File: src/rtl/conv1d_output_packer.sv
// Packs int8 conv results four-per-word little-endian into a show-ahead word FIFO; commit is visible
// the cycle after the accepting edge. in_ready drops while the FIFO is full; the CPU drains with rd_en_i.

module conv1d_packer_fifo #(
  parameter int WIDTH = 32,
  parameter int DEPTH = 16
) (
  input  logic                     clk_i,
  input  logic                     rst_i,
  input  logic                     wr_en_i,
  input  logic [WIDTH-1:0]         wr_data_i,
  input  logic                     rd_en_i,
  output logic                     rd_valid_o,
  output logic [WIDTH-1:0]         rd_data_o,
  output logic [$clog2(DEPTH):0]   count_o
);
  localparam int AW = $clog2(DEPTH);
  localparam logic [AW:0] FULL_CNT = DEPTH[AW:0];

  logic [WIDTH-1:0] mem_q [DEPTH];
  logic [AW-1:0]    wr_ptr_q, wr_ptr_d;
  logic [AW-1:0]    rd_ptr_q, rd_ptr_d;
  logic [AW:0]      count_q, count_d;
  logic             push, pop;

  assign push       = wr_en_i && (count_q < FULL_CNT);
  assign pop        = rd_en_i && (count_q != '0);
  assign rd_valid_o = (count_q != '0);
  assign rd_data_o  = rd_valid_o ? mem_q[rd_ptr_q] : '0;
  assign count_o    = count_q;

  always_comb begin
    wr_ptr_d = wr_ptr_q;
    rd_ptr_d = rd_ptr_q;
    count_d  = count_q;
    if (push) wr_ptr_d = wr_ptr_q + AW'(1);
    if (pop)  rd_ptr_d = rd_ptr_q + AW'(1);
    case ({push, pop})
      2'b10:   count_d = count_q + (AW+1)'(1);
      2'b01:   count_d = count_q - (AW+1)'(1);
      default: count_d = count_q;
    endcase
  end

  always_ff @(posedge clk_i) begin
    if (rst_i) begin
      wr_ptr_q <= '0;
      rd_ptr_q <= '0;
      count_q  <= '0;
    end else begin
      wr_ptr_q <= wr_ptr_d;
      rd_ptr_q <= rd_ptr_d;
      count_q  <= count_d;
    end
  end

  // Storage carries no reset; stale entries are never visible past rd_valid_o.
  always_ff @(posedge clk_i) begin
    if (push) mem_q[wr_ptr_q] <= wr_data_i;
  end
endmodule

module conv1d_output_packer #(
  parameter int INT32_SIZE    = 32,
  parameter int BYTE_SIZE     = 8,
  parameter int FIFO_WORDS    = 16,
  parameter int MAX_OUT_DEPTH = 128
) (
  input  logic                               clk_i,
  input  logic                               rst_i,
  input  logic                               cfg_we_i,
  input  logic [$clog2(MAX_OUT_DEPTH):0]     cfg_depth_i,
  input  logic                               in_valid_i,
  input  logic [INT32_SIZE-1:0]              in_data_i,
  output logic                               in_ready_o,
  input  logic                               rd_en_i,
  output logic                               rd_valid_o,
  output logic [INT32_SIZE-1:0]              rd_data_o,
  output logic [$clog2(FIFO_WORDS):0]        count_o,
  output logic                               sat_flag_o
);
  localparam int LANES = INT32_SIZE / BYTE_SIZE;
  localparam int LW    = $clog2(LANES);
  localparam int DW    = $clog2(MAX_OUT_DEPTH) + 1;
  localparam int CW    = $clog2(FIFO_WORDS) + 1;
  localparam logic [CW-1:0] FULL_CNT = FIFO_WORDS[CW-1:0];

  logic [LW-1:0]         lane_q, lane_d;
  logic [DW-1:0]         chan_q, chan_d;
  logic [DW-1:0]         depth_q, depth_d;
  logic [INT32_SIZE-1:0] pack_q, pack_d;
  logic                  sat_q, sat_d;
  logic [INT32_SIZE-1:0] word;
  logic                  accept, last_lane, last_chan, commit, out_of_range;
  logic [CW-1:0]         count;

  assign in_ready_o = !rst_i && (count < FULL_CNT);
  assign accept     = in_valid_i && in_ready_o && !cfg_we_i;
  assign last_lane  = (lane_q == LW'(LANES - 1));
  assign last_chan  = (chan_q == depth_q - DW'(1));
  assign commit     = accept && (last_lane || last_chan);
  // In range only when every bit from the int8 sign bit upward agrees.
  assign out_of_range = !((&in_data_i[INT32_SIZE-1:BYTE_SIZE-1]) ||
                          (~|in_data_i[INT32_SIZE-1:BYTE_SIZE-1]));
  assign sat_flag_o = sat_q;
  assign count_o    = count;

  always_comb begin
    word = '0;
    for (int l = 0; l < LANES; l++) begin
      if (l < int'(lane_q))
        word[l*BYTE_SIZE +: BYTE_SIZE] = pack_q[l*BYTE_SIZE +: BYTE_SIZE];
      else if (l == int'(lane_q))
        word[l*BYTE_SIZE +: BYTE_SIZE] = in_data_i[BYTE_SIZE-1:0];
    end
  end

  always_comb begin
    lane_d  = lane_q;
    chan_d  = chan_q;
    pack_d  = pack_q;
    depth_d = depth_q;
    sat_d   = sat_q;
    if (cfg_we_i) begin
      depth_d = (cfg_depth_i == '0) ? DW'(1) : cfg_depth_i;
      lane_d  = '0;
      chan_d  = '0;
      pack_d  = '0;
      sat_d   = 1'b0;
    end else if (accept) begin
      if (out_of_range) sat_d = 1'b1;
      chan_d = last_chan ? '0 : chan_q + DW'(1);
      if (commit) begin
        lane_d = '0;
        pack_d = '0;
      end else begin
        lane_d = lane_q + LW'(1);
        pack_d = word;
      end
    end
  end

  always_ff @(posedge clk_i) begin
    if (rst_i) begin
      lane_q  <= '0;
      chan_q  <= '0;
      pack_q  <= '0;
      depth_q <= DW'(1);
      sat_q   <= 1'b0;
    end else begin
      lane_q  <= lane_d;
      chan_q  <= chan_d;
      pack_q  <= pack_d;
      depth_q <= depth_d;
      sat_q   <= sat_d;
    end
  end

  conv1d_packer_fifo #(
    .WIDTH (INT32_SIZE),
    .DEPTH (FIFO_WORDS)
  ) u_fifo (
    .clk_i      (clk_i),
    .rst_i      (rst_i),
    .wr_en_i    (commit),
    .wr_data_i  (word),
    .rd_en_i    (rd_en_i),
    .rd_valid_o (rd_valid_o),
    .rd_data_o  (rd_data_o),
    .count_o    (count)
  );
endmodule

File: config.mk
export PLATFORM = sky130hd
export DESIGN_NAME = conv1d_output_packer
export DESIGN_NICKNAME = d
export VERILOG_FILES = /design/src/rtl/conv1d_output_packer.sv
export SDC_FILE = /design/constraint.sdc
export NUM_CORES = 1
export LEC_CHECK = 0
export BUFFER_PORTS_ARGS = -buffer_cell sky130_fd_sc_hd__buf_4
export CAP_MARGIN = 20
export CORE_MARGIN = 1.5
export CORE_UTILIZATION = 50
export DETAILED_ROUTE_END_ITERATION = 7
export PLACE_DENSITY = 0.67
export SYNTH_ARGS = -nofsm -noshare
export SYNTH_HDL_FRONTEND = slang
export SYNTH_SLANG_ARGS = --single-unit
File: constraint.sdc
create_clock -name clk_i -period 8 [get_ports clk_i]
set_input_delay 0.8 -clock clk_i [delete_from_list [all_inputs] [get_ports clk_i]]
set_output_delay 0.8 -clock clk_i [all_outputs]
set_load 0.02 [all_outputs]
==> flow_summary.json, run 1 <==
{
  "yosys_warnings": 0,
  "preCtsSetupSlack_ns": 3.893,
  "cap_violations": 0,
  "drt-vias-per-instance": 6.053,
  "reg2reg_slack_ns": 4.27,
  "cts_setup_buffers": 0,
  "synthFlopType": "edfxtp_1",
  "seqPwrFrac_pct": 54.4,
  "setup_viol": 0,
  "syn_area_per_cell_um2": 19.96,
  "ios": 85,
  "numCtsBuffers": 55,
  "placed_cells": 1794,
  "maxSlewViolCount": 0,
  "min_from": "cfg_depth_i[4]",
  "timing.final.crit_period_ns": 4.310,
  "wl_um": 49020,
  "cts_buffer_depth": 3,
  "cts-resized-gates": 0,
  "vias": 11488,
  "grt_usage_pct": 21.48,
  "ir_drop_v": 0.0001350,
  "worstPathRequired_ns": 7.20,
  "yosys.area.top_type": "edfxtp_1",
  "synth_edf_count": 512,
  "drt-pass1-iter-count": 5,
  "antenna_left": 0,
  "layout-drive-gt1-share_pct": 31.32,
  "arrival_ns": 3.51,
  "synth.area.top_cells": "edfxtp_1 68%, mux4_2 16%, dfxtp_1 5.3%",
  "die_h_um": 216.3,
  "area_growth_pct": 14.51,
  "synth_area_um2": 22750,
  "synth_common_cells": "512 x edfxtp_1, 160 x mux4_2, 60 x dfxtp_1, 45 x nand2_1, 40 x clkbuf_1",
  "intPower_mw": 4.761,
  "min_period_over_period_pct": 53.87,
  "layout_setup_ws_ns": 3.690,
  "fin_util_pct": 58.53,
  "dieArea_um2": 46790,
  "diodes": 0,
  "drt-wirelength-per-cell_um": 25.83,
  "r2r_end": "u_fifo.mem_q[13][17]",
  "dpl_cell_area_um2": 24300,
  "rr_worst_depth": 9,
  "clock_sinks": 572,
  "die_width_um": 216.3,
  "fmax_mhz": 232.0,
  "grt_pass1_wl_um": 74190,
  "cts_tree": "yes",
  "ctsHoldBuffers": 0,
  "nFillCells": 3266,
  "pwr_density_cell_nw_per_um2": 229.8,
  "finalHoldViolCount": 0,
  "ys_ff_latch": 572,
  "timing.hold.ws_ns": 0.4556,
  "grt-ovfl-total": 0,
  "drtIter0Drc": 1027,
  "power.leakage_nw": 8.366,
  "critPathCapture": "rd_data_o[8]",
  "outcome": "completed",
  "p_comb_share_pct": 3.7,
  "ys_seq_area_share_pct": 72.86,
  "final_area_um2": 26050,
  "async_flop_share_pct": 0,
  "clk-insertion-delay-late_ns": 0.60,
  "postSynthCellCount": 1140,
  "gp_congestion": 0.7336,
  "grt_max_degree": 112,
  "fin_skew_ns": 0.01525,
  "p_clk_share_pct": 41.9,
  "critPathKind": "reg -> out",
  "p_total_mw": 5.986,
  "antenna_found_initial": 0,
  "relSlewSlack_pct": 36.64,
  "synthesis.nets": 1200,
  "yosysUniqueCellTypes": 57,
  "rr_startpoint": "depth_q[0]",
  "drc": 0,
  "setup-tns-final_ns": 0,
  "htreeDepth": 2,
  "tightest_slew_ns": 0.9504,
  "port_buffers": 84,
  "cts-root-buf": "clkbuf_16",
  "instances_no_fill": 1898,
  "nets": 1320,
  "clk_pin_slew_ns": 0.06,
  "synth_top_area_share_pct": 67.58,
  "hold_path_class": "in -> reg",
  "grt_pass1_vias": 11834,
  "swShare_pct": 20.47,
  "start_util_pct": 51.11,
  "core_um2": 44510,
  "p_sw_mw": 1.225,
  "critPathMaxFanout": 111,
  "end_kind": "output pin",
  "hpwl_um": 25140,
  "synth_most_common_cell": "edfxtp_1",
  "worst_setup_path_start_kind": "register",
  "rows": 77,
  "rsz0062_at_grt": "false"
}
-- placed cells by master, fill, tap and decap left out, drive strengths merged, types with 9 or more instances in the layout --
cell,n
clkinv,27
a32o,25
buf,126
and2,9
nand2,45
nor4,22
edfxtp,512
o21ai,22
nor2b,35
ha,15
clkbuf,68
xnor2,12
nand4,9
nand3,10
mux2,10
dfxtp,60
a21oi,10
mux4,160
inv,18
mux2i,11
nor2,31
-- flip-flops by register name, indices dropped and copies added, names as in the netlist, named ones only --
name,cells
u_fifo.wr_ptr_q,4
chan_q,8
u_fifo.rd_ptr_q,4
pack_q,24
u_fifo.mem_q,512
lane_q,2
sat_flag_o,1
u_fifo.count_o,5
depth_q,8
-- critical path, cell delays in order, from the launching register on --
cell and delay, ns:
dfxtp_4 0.60, buf_12 0.71, mux4_2 0.62, mux4_2 0.51
nor2b_1 0.17, buf_4 0.19
-- layout make-up --
cell class	instances	area, um^2	share of cell area [%]
multi-input combinational	489	5958	22.87
timing repair buffer	126	958.4	3.679
sequential	572	16590	63.67
inverter	16	60.06	0.2305
clock inverter	35	300.3	1.153
tap	592	740.7	2.843
clock buffer	68	1446	5.552
-- how the worst min path moves through the flow --
stage | cells after the start | to | slack (ns)
floorplan | 1 | pack_q[0] | 0.44
global placement | 1 | pack_q[4] | 0.44
detailed placement | 1 | pack_q[4] | 0.45
CTS | 3 | depth_q[4] | 0.43
global route | 3 | depth_q[2] | 0.45
finish | 3 | depth_q[4] | 0.46
-- metal layers --
metal  up-vias  GRT usage [%]  wire length (um)
li1       4952              -                 -
met1      6096          29.40             20250
met2       379          36.58             25230
met3        61          3.060              2757
met4         0          5.509               781
met5         -              0                 0
-- cells by family (layout without fill, tap and decap cells) --
group,Yosys count,count (layout),share of synthesized area (%)
buffers and inverters,79,245,1.435
adders and majority gates,15,15,0.8250
DFF,572,572,72.86
xor gates and xnor gates,19,19,0.7315
AOI/OAI and AO/OA,85,85,2.876
muxes,181,181,16.84
and+or+nand+nor,189,189,4.433
-- power groups by stage --
stage / clock [mW] / sequential, mW / combinational (mW)
floorplan: 0 / 3.32 / 0.147
global placement: 0 / 3.32 / 0.222
detailed placement: 0 / 3.32 / 0.227
CTS: 2.55 / 3.25 / 0.228
global route: 2.67 / 3.25 / 0.243
finish: 2.51 / 3.25 / 0.224
Power figures use the tool's default switching activity.
==> run 2, diff against run 1 <==
- clock period: 8 -> 4.1 ns (I/O delays scaled with it)
==> run 2 against run 1 <==
  * Global-route usage decreased by 0.40 points
  * Register-to-register slack got worse by 3.6 ns
  * Sequential power rose by 95%
  * Critical path type unchanged
  * Clock skew increased by 0.0032 ns
  * Cell area up 1.4%
  * Total power is 100% higher
==> flow_summary.json, run 2 (synthesis results as in run 1) <==
{
  "drtIter0Drc": 942,
  "grt_pass1_wl_um": 72840,
  "tightest_slew_ns": 0.6509,
  "drt-vias-per-instance": 5.946,
  "cts_buffer_depth": 3,
  "cts_setup_buffers": 0,
  "p_total_mw": 12.04,
  "hold_path_class": "in -> reg",
  "drc": 0,
  "placed_cells": 1813,
  "port_buffers": 84,
  "cap_violations": 0,
  "timing.final.crit_period_ns": 3.593,
  "worst_setup_path_start_kind": "register",
  "clk_pin_slew_ns": 0.06,
  "top_regs": "u_fifo.mem_q x512, pack_q x24",
  "layout-drive-gt1-share_pct": 32.71,
  "critPathMaxFanout": 30,
  "setup-tns-final_ns": 0,
  "instances_no_fill": 1919,
  "setup_viol": 0,
  "grt-ovfl-total": 0,
  "rows": 77,
  "nets": 1339,
  "timing.hold.ws_ns": 0.04385,
  "largest_register": "u_fifo.mem_q",
  "diodes": 0,
  "numCtsBuffers": 56,
  "min_period_over_period_pct": 87.63,
  "die_width_um": 216.3,
  "area_growth_pct": 16.15,
  "vias": 11410,
  "end_kind": "output pin",
  "start_util_pct": 51.11,
  "final_common_cell": "edfxtp_1",
  "clock_sinks": 572,
  "core_um2": 44510,
  "drt-wirelength-per-cell_um": 24.87,
  "worstPathRequired_ns": 3.69,
  "pwr_density_cell_nw_per_um2": 455.8,
  "fmax_mhz": 278.3,
  "htreeDepth": 2,
  "ir_drop_v": 0.0003155,
  "wl_um": 47720,
  "nFillCells": 3209,
  "largest_reg_flops": 512,
  "arrival_ns": 3.18,
  "grt_max_degree": 83,
  "finalHoldViolCount": 0,
  "drt-pass1-iter-count": 5,
  "fin_skew_ns": 0.01846,
  "gp_congestion": 0.7594,
  "die_h_um": 216.3,
  "antenna_found_initial": 0,
  "outcome": "completed",
  "antenna_left": 0,
  "final_cell_mix": "512 x edfxtp_1, 160 x mux4_2, 137 x buf_4",
  "grt_usage_pct": 21.09,
  "ctsHoldBuffers": 0,
  "dieArea_um2": 46790,
  "hpwl_um": 26920,
  "clk-insertion-delay-late_ns": 0.61,
  "cts-root-buf": "clkbuf_16",
  "critPathKind": "reg -> out",
  "cts-resized-gates": 0,
  "grt_pass1_vias": 11782,
  "power.leakage_nw": 8.559,
  "ios": 85,
  "rsz0062_at_grt": "false",
  "cts_tree": "yes",
  "maxSlewViolCount": 0,
  "relSlewSlack_pct": 56.55
}
==> run 2: changes by cell type in the layout (fill, tap and decap cells not counted), sizes merged <==
cell,delta
bufinv,+2
clkinv,-9
clkbuf,+11
inv,-1
buf,+18
==> run 2: final timing paths <==
| path | from | endpoint | slack (ns) | depth (start not counted) |
|---|---|---|---|---|
| worst max register to register | depth_q[0] | u_fifo.count_o[4] | 0.69 | 16 |
| worst min register to register | pack_q[6] | pack_q[6] | 0.47 | 1 |
| worst min-delay path | cfg_depth_i[7] | depth_q[7] | 0.04 | 3 |
| worst max-delay path | register | rd_data_o[4] | 0.51 | 5 |
==> run 2: routing by layer <==
layer | part of all wire [%] | vias up | GRT usage (%) | wire, um
li1 | - | 4988 | - | -
met1 | 44 | 6022 | 30.04 | 20840
met2 | 49 | 340 | 34.34 | 23520
met3 | 5.5 | 60 | 3.789 | 2601
met4 | 1.6 | 0 | 4.769 | 761
met5 | 0 | - | 0 | 0
==> run 2: layout make-up <==
class / count / area [um^2] / area share [%]
tap: 592 / 740.7 / 2.803
multi-input combinational: 489 / 5958 / 22.55
sequential: 572 / 16590 / 62.77
clock inverter: 27 / 300.3 / 1.136
timing repair buffer: 144 / 1169 / 4.423
clock buffer: 79 / 1609 / 6.090
inverter: 16 / 60.06 / 0.2273
==> run 2: through the flow <==
| stage | cell area (um^2) | util, % | setup WS [ns] |
|---|---|---|---|
| after global routing | 26420 | 59.36 | 0.3280 |
| final | 26420 | 59.36 | 0.5071 |
| after detailed placement | 24510 | 55.07 | 0.7236 |
| after CTS | 26420 | 59.36 | 0.3948 |
| after floorplan | 22750 | - | -1.335 |
| after global placement | 24510 | 55.07 | 0.8398 |
==> run 2: power breakdown <==
part	total (mW)	internal (mW)	switching (mW)	leakage (nW)
logic	0.441	0.197	0.245	2.39
clock network	5.25	3.11	2.14	0.940
registers	6.35	6.33	0.0238	5.23
==> run 2: critical path: stages (launching register included) <==
cell and delay (ns):
dfxtp_4 0.74, buf_12 0.33, mux4_2 0.56, mux4_2 0.48, nor2b_1 0.21, buf_4 0.22
==> run 3, diff against run 2 <==
- CELL_PAD_IN_SITES_DETAIL_PLACEMENT: not set -> 2
- CELL_PAD_IN_SITES_GLOBAL_PLACEMENT: not set -> 2
- CTS_BUF_LIST: not set -> sky130_fd_sc_hd__clkbuf_8
- PLACE_DENSITY: 0.67 -> not set
- PLACE_DENSITY_LB_ADDON: not set -> 0.1
- clock period: 4.1 -> 3.42 ns (I/O delays scaled with it)
==> run 3 against run 2 <==
  * Critical path type unchanged
  * Total power increased by 19%
  * Sequential power increased by 20%
  * Critical endpoint is now rd_data_o[9]
  * Cell count increased by 4.1%
  * Die area unchanged
  * Global-route usage increased by 14 points
  * Sequential share of layout area decreased by 0.72 points
  * Largest power group unchanged
  * Combinational power increased by 44%
  * Critical path depth unchanged
  * Flip-flop and latch count unchanged
==> flow_summary.json, run 3 (synthesis results as in run 1) <==
{
  "outcome": "completed",
  "end_kind": "output pin",
  "critPathMaxFanout": 40,
  "numCtsBuffers": 92,
  "wl_um": 79530,
  "rsz0062_at_grt": "true",
  "start_util_pct": 51.11,
  "drt-wirelength-per-cell_um": 39.82,
  "final_common_cell": "edfxtp_1",
  "maxSlewViolCount": 0,
  "grt_max_degree": 41,
  "dieArea_um2": 46790,
  "hold_path_class": "in -> reg",
  "grt_pass1_vias": 14460,
  "hpwl_um": 40650,
  "worstPathRequired_ns": 3.08,
  "cts_buffer_depth": 3,
  "final_cell_mix": "512 x edfxtp_1, 160 x mux4_2, 133 x buf_4",
  "top_regs": "u_fifo.mem_q x512, pack_q x24",
  "area_growth_pct": 17.51,
  "gp_congestion": 0.7193,
  "clock_sinks": 572,
  "antenna_left": 0,
  "worst_setup_path_start_kind": "register",
  "cap_violations": 0,
  "wl_met1_um": 29510,
  "drtIter0Drc": 1451,
  "highest_layer": "met5",
  "die_width_um": 216.3,
  "core_um2": 44510,
  "grt_pass1_wl_um": 111400,
  "finalHoldViolCount": 0,
  "arrival_ns": 3.03,
  "tightest_slew_ns": 0.9337,
  "rows": 77,
  "wl_met3_um": 5940,
  "largest_register": "u_fifo.mem_q",
  "cts-root-buf": "clkbuf_8",
  "timing.final.crit_period_ns": 3.372,
  "nets": 1392,
  "antenna_found_initial": 5,
  "die_h_um": 216.3,
  "cts_tree": "yes",
  "drt-pass1-iter-count": 5,
  "drt-vias-per-instance": 6.641,
  "port_buffers": 84,
  "layout_setup_ws_ns": 0.04832,
  "clk-insertion-delay-late_ns": 0.75,
  "ios": 85,
  "met2WireLength_um": 40430,
  "setup-tns-final_ns": 0,
  "largest_reg_flops": 512,
  "min_period_over_period_pct": 98.59,
  "pwr_density_cell_nw_per_um2": 534.4,
  "vias": 13263,
  "critPathKind": "reg -> out",
  "cts_setup_buffers": 0,
  "fin_skew_ns": 0.07778,
  "layout-drive-gt1-share_pct": 34.12,
  "grt-ovfl-total": 0,
  "fin_util_pct": 60.06,
  "htreeDepth": 3,
  "preCtsSetupSlack_ns": -0.01371,
  "ir_drop_v": 0.0003343,
  "grt_usage_pct": 34.63,
  "relSlewSlack_pct": 37.67,
  "setup_viol": 0,
  "drc": 0,
  "fmax_mhz": 296.6,
  "power.leakage_nw": 8.812,
  "clk_pin_slew_ns": 0.06
}
## run 3: changes by cell type in the layout (fill, tap and decap cells not counted), sizes merged
cell	change
buf	+9
bufinv	-4
clkbuf	+24
clkinv	+11
clkinvlp	-2
diode	+1
dlygate4sd3	+8
inv	+31
## run 3: per-stage QoR
step | cells | total power [mW] | cell area, um^2 | hold slack, ns
global placement | 1822 | 8.310 | 24850 | 0.4414
detailed placement | 1822 | 8.356 | 24850 | 0.4591
CTS | 1996 | 14.35 | 26700 | 0.01835
global route | 1997 | 14.62 | 26730 | 0.04753
floorplan | 1140 | 8.099 | 22850 | 0.4380
finish | 1997 | 14.29 | 26730 | 0.04140
## run 3: metal layers
metal,vias to the layer above,track usage (%)
met5,-,0
met4,2,15.72
met3,207,7.270
met2,811,58.11
met1,7132,43.60
li1,5111,-
## run 3: power by group
part | switching, mW | internal [mW] | total [mW]
logic | 0.384 | 0.252 | 0.636
registers | 0.0288 | 7.59 | 7.61
clock network | 3.12 | 2.91 | 6.04
## run 3: worst max-delay path: stages (launching register included)
cell	delay, ns
dfxtp_4	0.48
buf_16	0.30
mux4_2	0.61
mux4_2	0.50
nor2b_1	0.17
buf_4	0.20
## run 3: final timing paths
path                                     from  cells past startpoint  slack, ns           endpoint
worst max-delay path                 register                      5       0.05       rd_data_o[9]
worst min-delay path            in_data_i[18]                      5       0.04         sat_flag_o
worst max register to register     depth_q[1]                     16       0.14  u_fifo.count_o[4]
worst min register to register     sat_flag_o                      2       0.48         sat_flag_o
## run 3: area by class of cell
| type | instances | area, um^2 |
|---|---|---|
| Fill cell | 3595 | 17780 |
| Sequential cell | 572 | 16590 |
| Multi-Input combinational cell | 489 | 6138 |
| Timing Repair Buffer | 161 | 1476 |
| Clock buffer | 103 | 1418 |
| Tap cell | 592 | 740.7 |
| Clock inverter | 63 | 310.3 |
| Inverter | 16 | 60.06 |
| Antenna cell | 1 | 2.502 |
## run 3: what timing repair did
item                                    CTS  global route
endpoints found under the hold margin     8             0
hold buffers                              8             0
pin swaps                                 0             2
resized for setup                         9             5
endpoints found under the setup margin   12            12
